`src/rtl/regfile_pkg.sv`:
```
// Shared types and helpers for the multi-port register file.
// Optional busy scoreboard is enabled with REGFILE_SCOREBOARD_EN.
package regfile_pkg;

    typedef enum logic {
        CLEAR = 1'b0,
        RUN   = 1'b1
    } rf_state_e;

    // LSB of port `port` inside a packed vector of `w`-bit lanes
    function automatic int lsb(input int port, input int w);
        return port * w;
    endfunction

    function automatic logic is_zero_reg(
        input int zero_reg,
        input logic is_addr0
    );
        return (zero_reg != 0) && is_addr0;
    endfunction

endpackage

```
`src/rtl/regfile_mp_if.sv`:
```
// Read/write bus of the multi-port register file.
// rsv_en/rsv_num/rd_busy exist only with REGFILE_SCOREBOARD_EN.
interface regfile_mp_if #(
    parameter int DATA_W = 32,
    parameter int ADDR_W = 5,
    parameter int NREAD  = 2,
    parameter int NWRITE = 1
);

    logic                     ready;
    logic [NREAD*ADDR_W-1:0]  rd_num;
    logic [NREAD*DATA_W-1:0]  rd_data;
    logic [NWRITE-1:0]        wr_en;
    logic [NWRITE*ADDR_W-1:0] wr_num;
    logic [NWRITE*DATA_W-1:0] wr_data;
`ifdef REGFILE_SCOREBOARD_EN
    logic                     rsv_en;
    logic [ADDR_W-1:0]        rsv_num;
    logic [NREAD-1:0]         rd_busy;
`endif

    modport master (
        input  ready,
        input  rd_data,
        output rd_num,
        output wr_en,
        output wr_num,
`ifdef REGFILE_SCOREBOARD_EN
        output rsv_en,
        output rsv_num,
        input  rd_busy,
`endif
        output wr_data
    );

    modport slave (
        output ready,
        output rd_data,
        input  rd_num,
        input  wr_en,
        input  wr_num,
`ifdef REGFILE_SCOREBOARD_EN
        input  rsv_en,
        input  rsv_num,
        output rd_busy,
`endif
        input  wr_data
    );

endinterface

```
`src/rtl/regfile_bypass.sv`:
```
// Per-read-port mux: same-cycle write bypass over the array value,
// with zero-register and clear-sweep overrides.
module regfile_bypass
    import regfile_pkg::*;
#(
    parameter int DATA_W   = 32,
    parameter int ADDR_W   = 5,
    parameter int NWRITE   = 1,
    parameter int ZERO_REG = 1
) (
    input  logic                     i_run,
    input  logic [ADDR_W-1:0]        i_rd_num,
    input  logic [NWRITE-1:0]        i_wr_en,
    input  logic [NWRITE*ADDR_W-1:0] i_wr_num,
    input  logic [NWRITE*DATA_W-1:0] i_wr_data,
    input  logic [DATA_W-1:0]        i_mem_data,
    output logic [DATA_W-1:0]        o_rd_data
);

    logic [DATA_W-1:0] w_data;
    logic              w_force0;

    assign w_force0 = !i_run
                    || is_zero_reg(ZERO_REG, i_rd_num == '0);

    // Ascending scan: the highest-numbered matching port is applied last
    always_comb begin
        w_data = i_mem_data;
        for (int p = 0; p < NWRITE; p++) begin
            if (i_wr_en[p]
                && i_wr_num[lsb(p, ADDR_W) +: ADDR_W] == i_rd_num) begin
                w_data = i_wr_data[lsb(p, DATA_W) +: DATA_W];
            end
        end
    end

    assign o_rd_data = w_force0 ? '0 : w_data;

endmodule

```
`src/rtl/regfile_mp.sv`:
```
// Parametrised multi-port register file with reset clear sweep.
// Define REGFILE_SCOREBOARD_EN to add the reserve/busy scoreboard.
module regfile_mp
    import regfile_pkg::*;
#(
    parameter int DATA_W   = 32,
    parameter int ADDR_W   = 5,
    parameter int NREAD    = 2,
    parameter int NWRITE   = 1,
    parameter int ZERO_REG = 1
) (
    input logic         clk,
    input logic         rst,
    regfile_mp_if.slave bus
);

    localparam int DEPTH = 1 << ADDR_W;

    rf_state_e         r_state;
    logic [ADDR_W-1:0] r_clr_idx;
    logic              r_ready;
    logic [DATA_W-1:0] r_mem [DEPTH];

    logic              w_run;

    assign w_run     = (r_state == RUN);
    assign bus.ready = r_ready;

    // Clear sweep and port writes share one process so they never overlap
    always_ff @(posedge clk) begin
        if (rst) begin
            r_state   <= CLEAR;
            r_clr_idx <= '0;
            r_ready   <= 1'b0;
        end else begin
            unique case (r_state)
                CLEAR: begin
                    r_mem[r_clr_idx] <= '0;
                    r_clr_idx        <= r_clr_idx + 1'b1;
                    if (&r_clr_idx) begin
                        r_state <= RUN;
                        r_ready <= 1'b1;
                    end
                end
                RUN: begin
                    for (int p = 0; p < NWRITE; p++) begin
                        if (bus.wr_en[p]
                            && !is_zero_reg(ZERO_REG,
                                bus.wr_num[lsb(p, ADDR_W) +: ADDR_W] == '0)) begin
                            r_mem[bus.wr_num[lsb(p, ADDR_W) +: ADDR_W]]
                                <= bus.wr_data[lsb(p, DATA_W) +: DATA_W];
                        end
                    end
                end
            endcase
        end
    end

`ifdef REGFILE_SCOREBOARD_EN
    logic [DEPTH-1:0] r_busy;

    // Reserve is applied after the write clear, so it wins on a collision
    always_ff @(posedge clk) begin
        if (rst || !w_run) begin
            r_busy <= '0;
        end else begin
            for (int p = 0; p < NWRITE; p++) begin
                if (bus.wr_en[p]) begin
                    r_busy[bus.wr_num[lsb(p, ADDR_W) +: ADDR_W]] <= 1'b0;
                end
            end
            if (bus.rsv_en
                && !is_zero_reg(ZERO_REG, bus.rsv_num == '0)) begin
                r_busy[bus.rsv_num] <= 1'b1;
            end
        end
    end
`endif

    for (genvar i = 0; i < NREAD; i++) begin : g_rd
        logic [ADDR_W-1:0] w_num;
        logic [DATA_W-1:0] w_rd;

        assign w_num = bus.rd_num[lsb(i, ADDR_W) +: ADDR_W];

        regfile_bypass #(
            .DATA_W   (DATA_W),
            .ADDR_W   (ADDR_W),
            .NWRITE   (NWRITE),
            .ZERO_REG (ZERO_REG)
        ) u_byp (
            .i_run      (w_run),
            .i_rd_num   (w_num),
            .i_wr_en    (bus.wr_en),
            .i_wr_num   (bus.wr_num),
            .i_wr_data  (bus.wr_data),
            .i_mem_data (r_mem[w_num]),
            .o_rd_data  (w_rd)
        );

        assign bus.rd_data[lsb(i, DATA_W) +: DATA_W] = w_rd;

`ifdef REGFILE_SCOREBOARD_EN
        assign bus.rd_busy[i] = r_busy[w_num];
`endif
    end

endmodule

```
`src/flat_wrapper.sv`:
```
// flat-port wrapper written by rule: the top's interface ports become plain ports
module regfile_mp_flat import regfile_pkg::*;
#(
    parameter int DATA_W   = 32,
    parameter int ADDR_W   = 5,
    parameter int NREAD    = 2,
    parameter int NWRITE   = 1,
    parameter int ZERO_REG = 1
)
  (clk, rst, bus_ready, bus_rd_data, bus_rd_num, bus_wr_en, bus_wr_num, bus_wr_data);
  regfile_mp_if #(.DATA_W(DATA_W), .ADDR_W(ADDR_W), .NREAD(NREAD), .NWRITE(NWRITE)) bus_i ();
  input logic clk;
  input logic rst;
  output wire logic [$bits(bus_i.ready)-1:0] bus_ready;
  output wire logic [$bits(bus_i.rd_data)-1:0] bus_rd_data;
  input wire logic [$bits(bus_i.rd_num)-1:0] bus_rd_num;
  input wire logic [$bits(bus_i.wr_en)-1:0] bus_wr_en;
  input wire logic [$bits(bus_i.wr_num)-1:0] bus_wr_num;
  input wire logic [$bits(bus_i.wr_data)-1:0] bus_wr_data;
  assign bus_ready = bus_i.ready;
  assign bus_rd_data = bus_i.rd_data;
  assign bus_i.rd_num = bus_rd_num;
  assign bus_i.wr_en = bus_wr_en;
  assign bus_i.wr_num = bus_wr_num;
  assign bus_i.wr_data = bus_wr_data;
  regfile_mp #(.DATA_W(DATA_W), .ADDR_W(ADDR_W), .NREAD(NREAD), .NWRITE(NWRITE), .ZERO_REG(ZERO_REG)) u_core (.clk(clk), .rst(rst), .bus(bus_i));
endmodule
```
`config.mk`:
```
export PLATFORM = sky130hd
export DESIGN_NAME = regfile_mp_flat
export DESIGN_NICKNAME = d
export VERILOG_FILES = /design/src/rtl/regfile_pkg.sv /design/src/rtl/regfile_mp_if.sv /design/src/rtl/regfile_bypass.sv /design/src/rtl/regfile_mp.sv /design/src/flat_wrapper.sv
export SDC_FILE = /design/constraint.sdc
export NUM_CORES = 1
export LEC_CHECK = 0
export BUFFER_PORTS_ARGS = -buffer_cell sky130_fd_sc_hd__buf_2
export CORE_UTILIZATION = 40
export CTS_CLUSTER_DIAMETER = 80
export DETAILED_ROUTE_END_ITERATION = 10
export PLACE_DENSITY = 0.59
export REMOVE_ABC_BUFFERS = 1
export SLEW_MARGIN = 5
export SYNTH_ARGS = -nofsm -noshare
export SYNTH_HDL_FRONTEND = slang
export SYNTH_SLANG_ARGS = --single-unit
```
`constraint.sdc`:
```
create_clock -name clk -period 5.95 [get_ports clk]
set_input_delay 0.8925 -clock clk [delete_from_list [all_inputs] [get_ports clk]]
set_output_delay 0.8925 -clock clk [all_outputs]
set_load 0.03 [all_outputs]
```
==> results of run 1 <==
## worst max path at each step
stage                             start              end  cells past startpoint
after global routing      bus_rd_num[2]  bus_rd_data[12]                      8
after floorplan           bus_rd_num[2]  bus_rd_data[29]                      5
after global placement    bus_rd_num[2]   bus_rd_data[8]                      8
after detailed placement  bus_rd_num[2]   bus_rd_data[8]                      8
final                     bus_rd_num[2]   bus_rd_data[8]                      8
after CTS                 bus_rd_num[2]   bus_rd_data[8]                      8
## power by group through the flow
| stage | logic, W | clock network, W | registers, W |
|---|---|---|---|
| final | 0.00111 | 0.00685 | 0.00794 |
| after global routing | 0.00117 | 0.00717 | 0.00794 |
| after CTS | 0.00111 | 0.00693 | 0.00794 |
| after detailed placement | 0.00111 | 0 | 0.00810 |
| after global placement | 0.00110 | 0 | 0.00809 |
| after floorplan | 0.000566 | 0 | 0.00809 |
## stage by stage
| step | cell area, sq um | instances | setup TNS, ns |
|---|---|---|---|
| 2_1_floorplan | 48100 | 2568 | -2.36 |
| 3_3_place_gp | 52100 | 4408 | 0 |
| 3_5_place_dp | 52100 | 4408 | 0 |
| 4_1_cts | 55700 | 4611 | 0 |
| 5_1_grt | 55700 | 4612 | 0 |
| 6_report | 55700 | 4614 | 0 |
## critical path: stages
cell and delay, ns:
buf_4 0.23, nor2_4 0.92, buf_4 0.61, a221oi_1 0.22, a22oi_1 0.23, a21oi_1 0.12, a221o_1 0.42, buf_2 0.23
## per-layer routing
metal	vias to the layer above	wire (microns)	track usage, %
met1	16200	62700	33.8
li1	12200	-	-
met4	6	5490	9.05
met3	329	13900	4.56
met5	-	81	0
met2	1637	74500	40.0
## cell usage in the layout (no fill, tap or decap), drive strengths merged, types with 3 or more instances in the layout
cell type	Yosys	routed
a221oi	155	155
dfxtp	7	7
nor2b	39	39
a21boi	31	31
a221o	32	32
o21ai	33	33
and2	32	32
mux4	327	327
buf	123	215
nor4	4	4
o21bai	62	62
clkbuf	114	128
nor2	49	49
bufinv	0	14
a31oi	4	4
a211o	31	31
a22oi	62	62
xnor2	11	11
inv	9	12
nor3	3	3
o22a	31	31
a21oi	99	99
clkinv	0	56
a211oi	66	66
mux2i	414	414
nand2b	5	5
nand2	13	13
diode	0	3
edfxtp	1024	1024
## state kept, by name, indices dropped and copies added, names as in the netlist
name / count
u_core.r_clr_idx: 5
u_core.r_state: 1
u_core.r_mem: 1024
u_core.bus.ready: 1
## cell families after synthesis
kind of cell	Yosys count	synth area share (%)
mux	741	23.4
fa+ha+maj	2	0.0508
buf+inv	246	2.49
compound gates	615	9.45
xor+xnor	13	0.231
flops	1031	62.7
simple gates	157	1.70
## final cells by class
| type | instances | area (sq um) |
|---|---|---|
| multi-input combinational | 1528 | 17500 |
| antenna | 3 | 7.51 |
| tap | 1625 | 2030 |
| inverter | 9 | 36.3 |
| clock buffer | 128 | 2800 |
| clock inverter | 75 | 731 |
| sequential | 1031 | 30900 |
| timing repair buffer | 215 | 1730 |
| fill | 10400 | 66400 |
## synth_stat cells (2+ instances only)
master	instances	area, sq um
buf_4	32	240
a21oi_1	99	495
a22oi_1	62	465
a221o_1	32	320
a31oi_1	4	25.0
mux2i_1	414	4140
o21bai_1	62	465
xor2_1	2	17.5
o21ai_0	32	160
nor2b_1	39	244
inv_1	9	33.8
edfxtp_1	1024	30700
nand2_1	13	48.8
buf_2	67	335
a21o_1	2	15.0
buf_6	13	146
nor3b_1	2	15.0
buf_1	11	41.3
xnor2_1	11	96.3
o22a_1	31	272
o211ai_1	2	15.0
nand3b_1	2	15.0
ha_1	2	25.0
nand3_1	2	10.0
a211o_1	31	272
and2_1	32	200
nor4_1	3	18.8
a221oi_1	155	1360
nor2_1	49	184
a211oi_1	66	495
nor3_1	3	15.0
nand4_1	2	12.5
clkbuf_1	114	428
mux4_2	327	7360
dfxtp_1	7	140
a21boi_0	31	233
nand2b_1	5	31.3
==> reports/qor.yml, run 1 <==
status: "finished, final reports clean"
cts.sink_count: 1031
worstReg2RegEnd: "u_core.r_mem[15][25]"
seq_power_share_pct: 50.0
cts_root_buf: "clkbuf_16"
rows: 128
crit_fanout: 28
swShare_pct: 22.5
relSlewSlack_pct: 17.5
holdCritStartpoint: "u_core.bus.ready"
route.detailed.vias_per_inst: 6.59
power.ir.vdd_worst_mv: 0.255
avgRoutedWirePerCell_microns: 34.0
hold-path-endpoint: "u_core.bus.ready"
total_via_count_in_the_routed_design: 30400
maxCapViolations: 0
grt_usage_pct: 24.9
ratio_of_cells_with_drive_above_1_in_the_final_layout_pct: 24.8
grt_first_pass_wirelength_mm: 223
regToRegStartpoint: "u_core.r_state"
worst_hold_slack_ns: 0.488
netlist_area_before_placement_sq_um: 49300
ys_seq_area_share_pct: 62.7
fin_nets: 2945
startpoint_type: "primary input"
die_y_microns: 353
setup_ws_ns: 1.09
comb_power_share_pct: 7.0
post_cts_buffers: 0
critPathKind: "in -> out"
syn-instance-count: 2805
yosysWarnings: 0
cts-buffers-inserted: 108
final.period_utilization_pct: 81.8
drt_first_iter_violations: 3764
number_of_max_slew_violations_in_the_final_report: 0
post_cts_resized: 0
htreeDepth: 3
detail-route-antenna-nets: 0
clock_tree.buffer_depth: 3
ios: 115
achievable-frequency_ghz: 0.206
power.leakage_nw: 18.3
globalRouteOverflowTotal: 0
reg2reg_depth: 7
tritoncts: "built"
syn_avg_cell_area_sq_um: 17.6
final-setup-viol-count: 0
pin_count_of_the_biggest_net_entering_global_routing: 109
detail_route.first_pass.iterations: 6
antenna_found_initial: 12
post-route-drc-count: 0
dp.final_hpwl_mm: 87.5
yosysUniqueCellTypes: 48
port_buffers: 114
yosys_register_bits: 1031
die_width_microns: 353
synthFlopType: "edfxtp_1"
intPower_w: 0.0123
clock_power_share_pct: 43.1
critPathArrivalTime_ns: 3.97
whs_path_depth: 2
timing.critical_path.to_type: "output pin"
fin_util_pct: 45.6
netSwitchingPower_w: 0.00357
hold_fix_buffers_cts: 0
core_area_sq_um: 122000
hold_class: "reg -> reg"
start_util_pct: 40.4
required_time_at_the_worst_slack_endpoint_ns: 5.06
async_flop_share_pct: 0
relative_area_change_from_synthesis_to_final_layout_pct: 13.0
path_clk_slew_ns: 0.06
timing.final.crit_period_ns: 4.86
gp_congestion: 0.814
pre_cts_ws_ns: 1.12
routed_wirelength_mm: 157
power_per_cell_area_nw_per_um2: 286
worst-slew-pin-transition_ns: 1.24
clkLatencyLatePin_ns: 0.72
timing_hold_violations_final: 0
rsz0062_at_grt: "no"
total_power_w: 0.0159
number_of_flops_mapped_to_enable_cells_by_yosys: 1024
grt_pass1_vias: 31100
dieArea_sq_um: 125000
finClkSkew_ns: 0.0117
setup.reg_to_reg.worst_slack_ns: 1.83
Power figures use the tool's default switching activity.
==> run 2: changes to the inputs <==
Clock period 5.95 ns to 4.9 ns, I/O delays scaled along.
==> reports/qor.yml, run 2 (synthesized netlist as in run 1, its figures left out) <==
power.ir.vdd_worst_mv: 0.310
regToRegStartpoint: "u_core.r_state"
routed_wirelength_mm: 158
post_cts_buffers: 0
largest_register_ffs: 1024
power.leakage_nw: 18.9
holdCritStartpoint: "rst"
ratio_of_cells_with_drive_above_1_in_the_final_layout_pct: 27.3
fin_util_pct: 46.5
detail-route-antenna-nets: 0
worstReg2RegEnd: "u_core.r_mem[16][3]"
max_flop_register: "u_core.r_mem"
timing.final.crit_period_ns: 4.72
die_y_microns: 353
antenna_found_initial: 8
clkLatencyLatePin_ns: 0.69
detail_route.first_pass.iterations: 6
path_clk_slew_ns: 0.06
whs_path_depth: 2
relative_area_change_from_synthesis_to_final_layout_pct: 15.2
power_per_cell_area_nw_per_um2: 344
hold-path-endpoint: "u_core.r_clr_idx[1]"
rows: 128
cts-buffers-inserted: 108
most-common-layout-cells: "edfxtp_1, mux2i_1, mux4_2"
achievable-frequency_ghz: 0.212
layout.cells.most_common: "edfxtp_1"
dp.final_hpwl_mm: 96.9
reg2reg_depth: 6
globalRouteOverflowTotal: 0
required_time_at_the_worst_slack_endpoint_ns: 4.16
htreeDepth: 3
post_cts_resized: 0
grt_first_pass_wirelength_mm: 225
route.detailed.vias_per_inst: 6.48
fin_setup_tns_ns: 0
fin_nets: 3026
ios: 115
total_via_count_in_the_routed_design: 30400
status: "finished, final reports clean"
maxCapViolations: 0
setup.reg_to_reg.worst_slack_ns: 0.53
startpoint_type: "flip-flop"
timing_hold_violations_final: 0
timing.critical_path.to_type: "output pin"
worst-slew-pin-transition_ns: 1.06
gp_congestion: 0.845
start_util_pct: 40.4
clock_tree.buffer_depth: 3
rsz0062_at_grt: "no"
avgRoutedWirePerCell_microns: 33.6
critPathArrivalTime_ns: 3.98
crit_fanout: 11
final.period_utilization_pct: 96.2
total_power_w: 0.0195
grt_pass1_vias: 31000
pin_count_of_the_biggest_net_entering_global_routing: 64
port_buffers: 114
critPathKind: "reg -> out"
pre_cts_ws_ns: 0.604
leading_registers_by_flop_count: "u_core.r_mem x1024, u_core.r_clr_idx x5"
die_width_microns: 353
cts_root_buf: "clkbuf_16"
number_of_max_slew_violations_in_the_final_report: 0
post-route-drc-count: 0
core_area_sq_um: 122000
hold_class: "in -> reg"
grt_usage_pct: 25.0
finClkSkew_ns: 0.0257
drt_first_iter_violations: 3821
tritoncts: "built"
cts.sink_count: 1031
hold_fix_buffers_cts: 0
setup_ws_ns: 0.185
dieArea_sq_um: 125000
relSlewSlack_pct: 28.8
final-setup-viol-count: 0
==> run 2: cell types whose count changed in the layout (fill, tap and decap cells not counted), moves of 2 or more <==
cell        delta
buf_12        +26
buf_4         +55
clkbuf_1       -3
clkbuf_16      +4
clkinv_1       -9
clkinv_2       +5
clkinv_8       -2
clkinvlp_4     +4
inv_16         +2
inv_6          -2
==> run 2: cell type report <==
type / instances / area, sq um
clock inverter: 75 / 762
clock buffer: 129 / 2890
tap: 1625 / 2030
inverter: 9 / 36.3
timing repair buffer: 296 / 2660
sequential: 1031 / 30900
multi-input combinational: 1528 / 17500
fill: 10300 / 65300
antenna: 3 / 7.51
==> run 2: worst max-delay path by stage <==
stage / endpoint / slack (ns) / start
after floorplan: bus_rd_data[29] / -0.81 / bus_rd_num[2]
after global placement: bus_rd_data[47] / 0.68 / bus_rd_num[5]
after detailed placement: u_core.r_mem[16][3] / 0.60 / bus_wr_en
after CTS: bus_rd_data[59] / 0.35 / u_core.r_state
after global routing: bus_rd_data[56] / 0.19 / u_core.r_state
final: bus_rd_data[59] / 0.18 / u_core.r_state
==> run 2: layer usage <==
layer  vias up  share of wire (%)  routed length (microns)  GRT usage, %
li1      12400                  -                        -             -
met1     16200                 41                    65400          34.7
met2      1600                 47                    74100          39.7
met3       250                9.3                    14700          5.76
met4         4                2.3                     3660          6.62
met5         -              0.017                       27             0
==> run 2: per-stage QoR <==
step	hold WS [ns]	std cells	instance area, sq um
final	0.379	4696	56700
after global routing	0.390	4695	56700
after CTS	0.355	4693	56700
after detailed placement	0.475	4489	53100
after global placement	0.476	4489	53100
after floorplan	0.529	2568	48100
==> run 2: power breakdown <==
part	total, W	internal [W]	switching (W)
clock network	0.00847	0.00495	0.00352
logic	0.00142	0.000586	0.000835
registers	0.00964	0.00962	0.0000284
==> run 2: worst max-delay path: stages, from the launching register on <==
cell      delay (ns)
dfxtp_1         0.75
inv_1           0.42
nor3_1          0.45
o31ai_4         0.23
buf_4           0.20
a211oi_1        0.64
buf_4           0.23
a211o_1         0.15
buf_2           0.22
